===== src/rtl/cart_sram_arbiter_if.sv =====
// Loader, cartridge and SRAM signals of the cart SRAM arbiter, bundled as one interface.
// The slave modport is the arbiter's view; the master modport is the side that drives it.
interface cart_sram_arbiter_if;
  logic        ld_wr;
  logic [18:0] ld_addr;
  logic [7:0]  ld_data;
  logic        ld_ready;
  logic        ovf;
  logic        cart_rd;
  logic [18:0] cart_a;
  logic [7:0]  cart_d;
  logic        cart_valid;
  logic [18:0] sram_a;
  logic        sram_we_n;
  logic [7:0]  sram_dq_o;
  logic        sram_dq_oe;
  logic [7:0]  sram_dq_i;
  logic        busy;

  modport slave (
    input  ld_wr, ld_addr, ld_data, cart_rd, cart_a, sram_dq_i,
    output ld_ready, ovf, cart_d, cart_valid, sram_a, sram_we_n, sram_dq_o, sram_dq_oe, busy
  );

  modport master (
    output ld_wr, ld_addr, ld_data, cart_rd, cart_a, sram_dq_i,
    input  ld_ready, ovf, cart_d, cart_valid, sram_a, sram_we_n, sram_dq_o, sram_dq_oe, busy
  );
endinterface


===== src/rtl/cart_sram_arbiter.sv =====
// Shares one async SRAM between a byte loader (2-deep write FIFO) and cartridge reads,
// alternating between the two when both are waiting.
module cart_sram_arbiter #(
  parameter int RD_WAIT  = 2,
  parameter int WR_PULSE = 2
) (
  input  logic                      clk_sys,
  input  logic                      reset,
  cart_sram_arbiter_if.slave        bus,
  output logic [2:0]                dbg_state
);

  typedef enum logic [2:0] {
    S_IDLE     = 3'd0,
    S_WR_SETUP = 3'd1,
    S_WR_PULSE = 3'd2,
    S_WR_HOLD  = 3'd3,
    S_RD       = 3'd4
  } state_t;

  state_t      state;
  logic [2:0]  cnt;
  logic [26:0] fifo_mem [2];
  logic        wr_ptr;
  logic        rd_ptr;
  logic [1:0]  count;
  logic        pend_valid;
  logic [18:0] pend_addr;
  logic        last_grant_rd;
  logic [18:0] sram_a_q;
  logic        we_n_q;
  logic        oe_q;
  logic [7:0]  dq_o_q;
  logic [7:0]  cart_d_q;
  logic        cart_valid_q;
  logic        ovf_q;

  logic        full;
  logic        empty;
  logic        pop;
  logic        push_ok;
  logic        rd_req;
  logic [18:0] rd_addr;
  logic        grant_wr;
  logic        grant_rd;
  logic [26:0] head;

  // Handshake: ld_wr is a one-cycle strobe; the byte is taken when the FIFO is not full,
  // or when it is full but the head retires in the same cycle. Otherwise it is lost and ovf sticks.
  always_comb begin
    full     = (count == 2'd2);
    empty    = (count == 2'd0);
    pop      = (state == S_WR_HOLD);
    push_ok  = bus.ld_wr && (!full || pop);
    rd_req   = pend_valid || bus.cart_rd;
    rd_addr  = bus.cart_rd ? bus.cart_a : pend_addr;
    grant_wr = (state == S_IDLE) && !empty && (!rd_req || last_grant_rd);
    grant_rd = (state == S_IDLE) && rd_req && (empty || !last_grant_rd);
    head     = fifo_mem[rd_ptr];
  end

  always_ff @(posedge clk_sys) begin
    if (push_ok && !reset) fifo_mem[wr_ptr] <= {bus.ld_addr, bus.ld_data};
  end

  always_ff @(posedge clk_sys) begin
    if (reset) begin
      state         <= S_IDLE;
      cnt           <= 3'd0;
      wr_ptr        <= 1'b0;
      rd_ptr        <= 1'b0;
      count         <= 2'd0;
      pend_valid    <= 1'b0;
      pend_addr     <= 19'd0;
      last_grant_rd <= 1'b1;
      sram_a_q      <= 19'd0;
      we_n_q        <= 1'b1;
      oe_q          <= 1'b0;
      dq_o_q        <= 8'd0;
      cart_d_q      <= 8'd0;
      cart_valid_q  <= 1'b0;
      ovf_q         <= 1'b0;
    end else begin
      cart_valid_q <= 1'b0;
      if (push_ok) wr_ptr <= ~wr_ptr;
      if (pop)     rd_ptr <= ~rd_ptr;
      count <= count + 2'(push_ok) - 2'(pop);
      if (bus.ld_wr && !push_ok) ovf_q <= 1'b1;

      // A read granted straight from IDLE consumes the request; otherwise the newest address waits.
      if (grant_rd) begin
        pend_valid <= 1'b0;
      end else if (bus.cart_rd) begin
        pend_valid <= 1'b1;
        pend_addr  <= bus.cart_a;
      end

      case (state)
        S_IDLE: begin
          if (grant_wr) begin
            state         <= S_WR_SETUP;
            sram_a_q      <= head[26:8];
            dq_o_q        <= head[7:0];
            oe_q          <= 1'b1;
            we_n_q        <= 1'b1;
            last_grant_rd <= 1'b0;
          end else if (grant_rd) begin
            state         <= S_RD;
            sram_a_q      <= rd_addr;
            oe_q          <= 1'b0;
            cnt           <= 3'(RD_WAIT - 1);
            last_grant_rd <= 1'b1;
          end
        end
        S_WR_SETUP: begin
          state  <= S_WR_PULSE;
          we_n_q <= 1'b0;
          cnt    <= 3'(WR_PULSE - 1);
        end
        S_WR_PULSE: begin
          if (cnt == 3'd0) begin
            state  <= S_WR_HOLD;
            we_n_q <= 1'b1;
          end else begin
            cnt <= cnt - 3'd1;
          end
        end
        S_WR_HOLD: begin
          state <= S_IDLE;
          oe_q  <= 1'b0;
        end
        S_RD: begin
          if (cnt == 3'd0) begin
            state        <= S_IDLE;
            cart_d_q     <= bus.sram_dq_i;
            cart_valid_q <= 1'b1;
          end else begin
            cnt <= cnt - 3'd1;
          end
        end
        default: begin
          state  <= S_IDLE;
          we_n_q <= 1'b1;
          oe_q   <= 1'b0;
        end
      endcase
    end
  end

  assign bus.ld_ready   = !full;
  assign bus.ovf        = ovf_q;
  assign bus.cart_d     = cart_d_q;
  assign bus.cart_valid = cart_valid_q;
  assign bus.sram_a     = sram_a_q;
  assign bus.sram_we_n  = we_n_q;
  assign bus.sram_dq_o  = dq_o_q;
  assign bus.sram_dq_oe = oe_q;
  assign bus.busy       = (state != S_IDLE) || !empty || pend_valid;
  assign dbg_state      = state;

endmodule


===== src/flat_wrapper.sv =====
// flat-port wrapper written by rule: the top's interface ports become plain ports
module cart_sram_arbiter_flat 
#(
  parameter int RD_WAIT  = 2,
  parameter int WR_PULSE = 2
)
  (clk_sys, reset, dbg_state, bus_ld_wr, bus_ld_addr, bus_ld_data, bus_cart_rd, bus_cart_a, bus_sram_dq_i, bus_ld_ready, bus_ovf, bus_cart_d, bus_cart_valid, bus_sram_a, bus_sram_we_n, bus_sram_dq_o, bus_sram_dq_oe, bus_busy);
  cart_sram_arbiter_if bus_i ();
  input  logic clk_sys;
  input  logic reset;
  output logic [2:0] dbg_state;
  input wire logic [$bits(bus_i.ld_wr)-1:0] bus_ld_wr;
  input wire logic [$bits(bus_i.ld_addr)-1:0] bus_ld_addr;
  input wire logic [$bits(bus_i.ld_data)-1:0] bus_ld_data;
  input wire logic [$bits(bus_i.cart_rd)-1:0] bus_cart_rd;
  input wire logic [$bits(bus_i.cart_a)-1:0] bus_cart_a;
  input wire logic [$bits(bus_i.sram_dq_i)-1:0] bus_sram_dq_i;
  output wire logic [$bits(bus_i.ld_ready)-1:0] bus_ld_ready;
  output wire logic [$bits(bus_i.ovf)-1:0] bus_ovf;
  output wire logic [$bits(bus_i.cart_d)-1:0] bus_cart_d;
  output wire logic [$bits(bus_i.cart_valid)-1:0] bus_cart_valid;
  output wire logic [$bits(bus_i.sram_a)-1:0] bus_sram_a;
  output wire logic [$bits(bus_i.sram_we_n)-1:0] bus_sram_we_n;
  output wire logic [$bits(bus_i.sram_dq_o)-1:0] bus_sram_dq_o;
  output wire logic [$bits(bus_i.sram_dq_oe)-1:0] bus_sram_dq_oe;
  output wire logic [$bits(bus_i.busy)-1:0] bus_busy;
  assign bus_i.ld_wr = bus_ld_wr;
  assign bus_i.ld_addr = bus_ld_addr;
  assign bus_i.ld_data = bus_ld_data;
  assign bus_i.cart_rd = bus_cart_rd;
  assign bus_i.cart_a = bus_cart_a;
  assign bus_i.sram_dq_i = bus_sram_dq_i;
  assign bus_ld_ready = bus_i.ld_ready;
  assign bus_ovf = bus_i.ovf;
  assign bus_cart_d = bus_i.cart_d;
  assign bus_cart_valid = bus_i.cart_valid;
  assign bus_sram_a = bus_i.sram_a;
  assign bus_sram_we_n = bus_i.sram_we_n;
  assign bus_sram_dq_o = bus_i.sram_dq_o;
  assign bus_sram_dq_oe = bus_i.sram_dq_oe;
  assign bus_busy = bus_i.busy;
  cart_sram_arbiter #(.RD_WAIT(RD_WAIT), .WR_PULSE(WR_PULSE)) u_core (.clk_sys(clk_sys), .reset(reset), .bus(bus_i), .dbg_state(dbg_state));
endmodule

===== config.mk =====
export PLATFORM = sky130hd
export DESIGN_NAME = cart_sram_arbiter_flat
export DESIGN_NICKNAME = d
export VERILOG_FILES = /design/src/rtl/cart_sram_arbiter_if.sv /design/src/rtl/cart_sram_arbiter.sv /design/src/flat_wrapper.sv
export SDC_FILE = /design/constraint.sdc
export NUM_CORES = 1
export LEC_CHECK = 0
export CORE_MARGIN = 4
export CORE_UTILIZATION = 57
export CTS_BUF_LIST = sky130_fd_sc_hd__clkbuf_8
export DETAILED_ROUTE_END_ITERATION = 12
export PLACE_DENSITY = 0.87
export SKIP_LAST_GASP = 1
export SLEW_MARGIN = 10
export SYNTH_ARGS = -nofsm -noshare
export SYNTH_HDL_FRONTEND = slang
export SYNTH_SLANG_ARGS = --single-unit
export TNS_END_PERCENT = 5

===== constraint.sdc =====
create_clock -name clk_sys -period 10.5 [get_ports clk_sys]
set_input_delay 2.1 -clock clk_sys [delete_from_list [all_inputs] [get_ports clk_sys]]
set_output_delay 2.1 -clock clk_sys [all_outputs]
set_load 0.02 [all_outputs]

==> results by stage, run 1 <==
Clock tree:
- The number of H-tree levels is 4.
- In this run, CTS created clock tree buffers numbering 17.
- The later pin in the worst-skew pair is clocked with a latency of 0.43 ns.
- The clock net in this run drives a total of 125 sinks.
- Buffers inserted to repair hold after CTS numbered 0.
- TritonCTS built the clock tree.
- The buffer type at the clock tree root is clkbuf_8.
- In this run, post-CTS repair resized a total of 0 instances.
- The clock passes through at most 2 buffers.
- The clock-pin transition on the worst setup and hold timing paths is 0.08 ns.
- The number of setup buffers added after CTS is 0.

Synth:
- The per-instance average area after synthesis is 12.1 sq um.
- Synthesis handed over a netlist of 411 instances.
- Ranked by total cell area, the synthesized netlist is headed by edfxtp_1, dfxtp_1, mux2_2, mux2i_1, a21oi_1.
- The synthesized design spends more area on one cell type than any other, namely edfxtp_1.
- Of the post-synthesis cell area, the dominant cell type holds 0.326.
- After synthesis, the share of flip-flops with an asynchronous set or reset is 0.
- Counting every net in the synthesized netlist gives 473.
- The count of cell types in the netlist is 43.
- The synthesized flop and latch total is 125.
- The total of warnings raised by yosys is 0.
- Counting flops with a built-in enable in the synthesized netlist gives 54.
- The fraction of the yosys area taken by sequential cells is 0.612.
- The most used flip-flop cell after synthesis is dfxtp_1.
- In this run the cell area of the synthesized design comes to 4980 sq um.

Finish:
- Relative to the synthesized area, the layout overhead comes to 29.5%.
- The share of post-route cells with drive strength above 1 is 0.149.
- 0 antenna diodes ended up in the layout.
- The multi-input combinational cells in the finished layout cover a total of 1770 sq um.
- For this run, the post-layout net count is 571.
- Counting the fill cells in the layout gives 512.
- In the layout the commonest cells are clkdlybuf4s50_1, dfxtp_1, edfxtp_1, nand2_1, nor2_1.
- The library cell used most frequently in the layout, excluding fill and tap cells, is clkdlybuf4s50_1.
- With fillers left out, the area of the finished cells amounts to 6450 sq um.
- Across the whole layout, storage elements account for 3040 sq um.

Floorplan:
- The floorplan step defined a die boundary enclosing 10300 sq um.
- From bottom edge to top edge, the die measures 101 um.
- The initial utilization of the core area, before any placement, comes to 0.597.
- In this run the count of I/O pins placed on the die edge is 102.
- The die is 101 um wide.
- The number of placement rows is 33.
- After floorplanning, the core was sized to cover 8340 sq um.

Timing:
- In the final timing run, aggregate negative setup slack is 0 ns.
- Setup repair after global routing left no endpoint under its margin.
- The hold slack is 0.458 ns.
- The worst path in the final design needs a cycle of 4.07 ns, including I/O delays and setup.
- The number of hold violations in the final report is 0.
- Setup violations remaining at the end of the flow were counted as 0.
- Clock skew on the completed layout was measured at 0.00837 ns.
- The max-slew violation count is 0.
- Timing would allow up to 245 MHz.
- Of the available clock period, the critical path in the final layout requires 0.388.
- The relative max-transition margin is 0.407.
- The pin slew with the least headroom to its limit is 0.884 ns.

Critical path:
- Data arrives at the worst endpoint at 1.97 ns.
- The endpoint of the most critical register-to-register path is u_core.fifo_mem[1][26].
- Along the worst path, the maximum fanout reaches 14.
- STA classifies the critical path endpoint as a primary output.
- The required time of the worst setup path is 8.40 ns.
- The register-to-register setup slack is 7.95 ns.
- STA classifies the critical path startpoint as a register.
- The setup path with the least slack is of type register to primary output.
- The count of cells along the worst register-to-register path is 5.
- The launching point of the worst reg2reg path is u_core.dbg_state[0].

GRT:
- The global router's overall resource usage is 0.233.
- The via count of the first global-routing pass was 3701.
- Summed over all layers, the global routing overflow is 0.
- Entering global routing, the biggest net connects 64 pins.
- The number of antenna violations at the first check in global routing is 0.
- The global-route wire length before repair is 18.1 mm.

Min path:
- The worst hold path startpoint is u_core.pend_addr[5].
- The tightest min-delay check is of the register to register type.
- The worst hold path cell count is 2.
- For hold timing, the worst endpoint is u_core.pend_addr[5].

Outcome:
- The flow ran to the end, and the final reports show no timing, DRC or antenna violations.

Placement:
- After detailed placement, the total cell area comes to 6010 sq um.
- The port buffer count is 101.
- After legalization and detailed placement, the total HPWL measured 7.48 mm.
- The final weighted congestion of routability-driven global placement is 0.804.

Drt:
- Detailed routing inserted a total of 3609 vias.
- The post-detailed-routing wire length is 11.5 mm.
- The per-cell via count in the routed design is 5.76.
- In the routed design, unresolved DRC markers number 0.
- The pre-antenna-repair detailed-routing pass consisted of 5 iterations.
- The detail route stage leaves a number of antenna-violating nets equal to 0.
- The routed wire length per instance is 18.4 um.
- The first routing iteration left 252 violations.

Power and ir drop:
- The static power due to leakage is 0.00232 uW.
- IR analysis of the VDD net gives a maximum drop of 0.159 mV.
- Power spread over the standard cell area amounts to 277 nW/um^2.
- The design draws 1780 uW.

Run:
- The total of max-cap violations is 0.
## layer usage
layer / up-vias / GRT usage / wire length, um / share of wire
met3: 24 / 0.0627 / 752 / 0.065
met4: 0 / 0.0941 / 235 / 0.020
met1: 1739 / 0.265 / 4520 / 0.39
met5: - / 0 / 0 / 0
met2: 143 / 0.412 / 6040 / 0.52
li1: 1703 / - / - / -
## Yosys cell counts (2+ instances only)
| cell | n |
|---|---|
| o221ai_2 | 5 |
| a211oi_1 | 10 |
| nand2b_1 | 3 |
| or3_1 | 2 |
| buf_6 | 3 |
| xnor2_1 | 4 |
| edfxtp_1 | 54 |
| a222oi_1 | 8 |
| xor2_1 | 2 |
| o221ai_1 | 6 |
| clkbuf_1 | 12 |
| mux2i_1 | 27 |
| nor2b_1 | 2 |
| mux2_2 | 28 |
| o21a_1 | 2 |
| nand2_1 | 44 |
| ha_1 | 4 |
| o21ai_0 | 5 |
| a21oi_1 | 37 |
| nor3_1 | 5 |
| inv_1 | 6 |
| nor2_1 | 39 |
| buf_2 | 9 |
| a21o_1 | 2 |
| buf_4 | 2 |
| dfxtp_1 | 71 |
| o21ai_1 | 2 |
| nor3_4 | 2 |
## kinds of logic after synthesis
logic type | synth area share
DFF | 0.612
AOI/OAI and AO/OA | 0.125
and+or+nand+nor | 0.0915
xor gates and xnor gates | 0.0106
adders and majority gates | 0.0101
muxes | 0.118
buffers and inverters | 0.0332
## registers in the layout, summed over array words and instances (netlist names), named ones only
register,cells
u_core.bus.ovf,1
u_core.bus.sram_a,19
u_core.cnt,3
u_core.bus.cart_d,8
u_core.bus.sram_we_n,1
u_core.pend_addr,19
u_core.bus.sram_dq_oe,1
u_core.fifo_mem,54
u_core.bus.sram_dq_o,8
u_core.rd_ptr,1
u_core.last_grant_rd,1
u_core.dbg_state,3
u_core.pend_valid,1
u_core.wr_ptr,1
u_core.bus.cart_valid,1
u_core.count,2
## critical path, cell delays in order (launching register included)
cell and delay (ns):
dfxtp_1 0.48, nor3_4 0.37, nand3b_1 0.14, clkdlybuf4s50_1 0.56
## worst max path at each step
stage / cells past startpoint / startpoint / slack (ns) / end
2_1_floorplan: 3 / reset / 5.66 / u_core.fifo_mem[0][0]
3_3_place_gp: 6 / bus_cart_rd / 6.23 / u_core.bus.sram_a[2]
3_5_place_dp: 6 / bus_cart_rd / 6.09 / u_core.bus.sram_dq_o[4]
4_1_cts: 3 / u_core.dbg_state[2] / 6.43 / bus_busy
5_1_grt: 3 / u_core.dbg_state[2] / 6.35 / bus_busy
6_report: 3 / u_core.dbg_state[2] / 6.43 / bus_busy
## layout make-up
type | count | share of cell area
flip-flops and latches | 125 | 0.472
multi-input cells | 253 | 0.275
repair buffers | 106 | 0.162
clock buffers | 17 | 0.0363
clock inverters | 15 | 0.0309
well taps | 105 | 0.0204
inverters | 6 | 0.00349
## through the flow
| stage | util | std cells | setup WS, ns |
|---|---|---|---|
| finish | 0.773 | 627 | 6.43 |
| global route | 0.773 | 627 | 6.35 |
| CTS | 0.773 | 627 | 6.43 |
| detailed placement | 0.721 | 595 | 6.09 |
| global placement | 0.721 | 595 | 6.23 |
| floorplan | - | 411 | 5.66 |
## power breakdown
group / switching (uW) / internal [uW] / total (uW)
sequential: 77.5 / 614 / 692
combinational: 368 / 272 / 641
clock: 194 / 258 / 452
Note: power is estimated with default switching activity, not from simulation.
==> inputs of run 2 (changes only) <==
--- a/config.mk
+++ b/config.mk
@@ -6,10 +6,10 @@
 export NUM_CORES = 1
 export LEC_CHECK = 0
 export CORE_MARGIN = 4
-export CORE_UTILIZATION = 57
+export CORE_UTILIZATION = 53
 export CTS_BUF_LIST = sky130_fd_sc_hd__clkbuf_8
 export DETAILED_ROUTE_END_ITERATION = 12
-export PLACE_DENSITY = 0.87
+export PLACE_DENSITY = 0.82
 export SKIP_LAST_GASP = 1
 export SLEW_MARGIN = 10
 export SYNTH_ARGS = -nofsm -noshare
==> constraint.sdc (replaced) <==
create_clock -name clk_sys -period 3.8 [get_ports clk_sys]
set_input_delay 0.76 -clock clk_sys [delete_from_list [all_inputs] [get_ports clk_sys]]
set_output_delay 0.76 -clock clk_sys [all_outputs]
set_load 0.02 [all_outputs]
==> results by stage, run 2 (synthesis gave the netlist of run 1 again) <==
Drt:
- After detailed routing, the number of vias per cell comes to 5.73.
- The post-detailed-routing wire length is 11.3 mm.
- The first-pass detailed-route iteration total is 6.
- The number of violations reported at the end of detailed-routing iteration 0 is 230.
- The routed wire length per instance is 17.8 um.
- The detailed-route DRC error count is 0.
- The remaining antenna violation count after routing is 0.
- The detailed router placed 3624 vias in this run.

Critical path:
- The total stage count of the critical path is 3.
- The worst setup path is launched from a register.
- The combined buffer and inverter count along the critical path is 1.
- The worst setup path is of the register to primary output kind.
- The largest single stage delay on the critical path is 0.57 ns.
- The kind of cell with the highest combined delay along the critical path is buffers and inverters.
- Walking the worst path, the cells encountered are nor3_4 > nand3b_1 > clkdlybuf4s50_1.
- Across all register-to-register paths, the minimum setup slack is 1.65 ns.
- The critical path ends at bus_busy.
- In this run the worst path has a maximum fanout of 14.
- The critical path endpoint category is a primary output.
- The arrival time of data at the critical path endpoint is 1.99 ns.
- The critical path starts at u_core.dbg_state[2].
- The count of cells along the worst register-to-register path is 4.
- The required time of the worst setup path is 3.04 ns.
- The endpoint of the most critical register-to-register path is u_core.bus.sram_a[8].
- The slowest stage cell on the critical path is clkdlybuf4s50_1.

Timing:
- In the final timing run, aggregate negative setup slack is 0 ns.
- Clock skew on the completed layout was measured at 0.00941 ns.
- For the pin with the worst max-slew slack, the measured transition is 1.10 ns.
- The number of hold violations in the final report was 0.
- The relative max-transition margin is 0.268.
- The total setup violations reported at the end of the flow is 0.
- Setup repair after global routing left no endpoint under its margin.
- The final critical path time including I/O delays and setup is 2.75 ns.
- The max-slew violation count is 0.
- Of the available clock period, the critical path in the final layout requires 0.723.
- For this run, the top clock speed supported by timing is 364 MHz.

Floorplan:
- The area enclosed by the die boundary is 11000 sq um.
- The number of placement rows is 35.
- The core region is 9200 sq um.
- The count of pins on the block boundary is 102.
- The initial standard-cell utilization of the core is 0.541.
- In this run the horizontal extent of the chip is 105 um.
- The die is 105 um tall.

Power and ir drop:
- The worst supply voltage drop on vdd is 0.378 mV.
- The switching power total is 1730 uW.
- The sum of internal, switching and leakage power is 4820 uW.
- The sequential cell fraction of total power is 0.398.
- The static power due to leakage is 0.00232 uW.
- The cell-internal power is 3100 uW.
- Power spread over the standard cell area amounts to 751 nW/um^2.
- The fraction of power spent switching nets is 0.358.
- The part of the total power dissipated in the clock network is 0.239.
- Of the total power, combinational logic draws 0.363.

Clock tree:
- The number of buffers added to fix hold violations after cts is 0.
- Buffers inserted during clock tree synthesis total 17.
- The number of sinks on the clock net is 125.
- The post-cts repair resize count is 0.
- The clock reaches the later pin of the worst-skew pair after 0.43 ns.
- The clock-pin transition on the worst setup and hold timing paths is 0.07 ns.
- The clock passes through at most 2 buffers.
- The number of H-tree levels is 4.
- The number of setup buffers added after CTS is 0.
- The clock tree from TritonCTS is done.
- The buffer type at the clock tree root is clkbuf_8.

Finish:
- The number of antenna cells inserted is 0.
- The register name with the most flops is u_core.fifo_mem.
- After the flow finishes, the layout carries non-filler instances totaling 633.
- The register with the most flip-flops in the layout has 54 of them.
- In the layout the commonest cells are clkdlybuf4s50_1, dfxtp_1, edfxtp_1, nand2_1, nor2_1.
- The net count of the finished layout is 571.
- The library cell used most frequently in the layout, excluding fill and tap cells, is clkdlybuf4s50_1.
- The share of post-route cells with drive strength above 1 is 0.153.
- Compared with the post-synthesis result, the final layout area differs by 29.1%.

Min path:
- In this run the most critical hold path is launched from u_core.pend_addr[8].
- The class of the most critical hold timing path is register to register.
- The worst hold path cell count is 2.

Run:
- The total of max-cap violations is 0.

Placement:
- At the end of routability-driven placement, the weighted congestion stood at 0.787.
- During placement, the flow inserted port buffers numbering 101.
- The HPWL after detailed placement is 7.46 mm.
- The number of cells in the design after placement is 601.

GRT:
- Summed over all layers, the global routing overflow is 0.
- The via count of the first global-routing pass is 3674.
- The maximum number of pins on one net before global-route repair is 63.
- The first global-routing pass estimated 17.8 mm of wire.
- The global router's overall resource usage is 0.206.
- The number of antenna violations at the first check in global routing is 0.

Outcome:
- The run finished with clean final reports.
-- run 2: area by class of cell --
type | instances | area, sq um
multi-input combinational | 253 | 1770
inverter | 6 | 22.5
fill | 662 | 2770
clock inverter | 11 | 113
sequential | 125 | 3040
timing repair buffer | 106 | 1040
tap | 111 | 139
clock buffer | 21 | 289
-- run 2: metal layers --
metal	vias up	track usage	routed length [um]
met2	133	0.354	5780
met4	0	0.0834	300
met5	-	0	0
met3	34	0.0599	632
met1	1751	0.243	4560
li1	1706	-	-
-- run 2: power groups by stage --
stage / clock network [uW] / registers [uW] / logic, uW
global route: 1230 / 1950 / 1880
CTS: 1170 / 1910 / 1750
floorplan: 0 / 2050 / 1030
detailed placement: 0 / 1940 / 1740
finish: 1150 / 1920 / 1750
global placement: 0 / 1920 / 1670
-- run 2: worst reg2reg max path, stage by stage, from the launching register on --
cell      delay (ns)
dfxtp_1         1.05
buf_4           0.35
mux2_2          0.36
o221ai_1        0.17
a21oi_1         0.07
-- run 2: how the worst min path moves through the flow --
stage                           end
3_5_place_dp    u_core.pend_addr[8]
6_report        u_core.pend_addr[8]
5_1_grt         u_core.pend_addr[1]
2_1_floorplan   u_core.pend_addr[0]
4_1_cts         u_core.pend_addr[8]
3_3_place_gp   u_core.pend_addr[14]
-- run 2: metrics by stage --
stage	utilization	cell area [sq um]	setup slack, ns	hold slack (ns)
4_1_cts	0.698	6420	1.03	0.455
6_report	0.698	6420	1.05	0.456
2_1_floorplan	-	4980	0.297	0.434
3_3_place_gp	0.655	6020	1.08	0.440
3_5_place_dp	0.655	6020	0.986	0.446
5_1_grt	0.698	6420	0.975	0.473
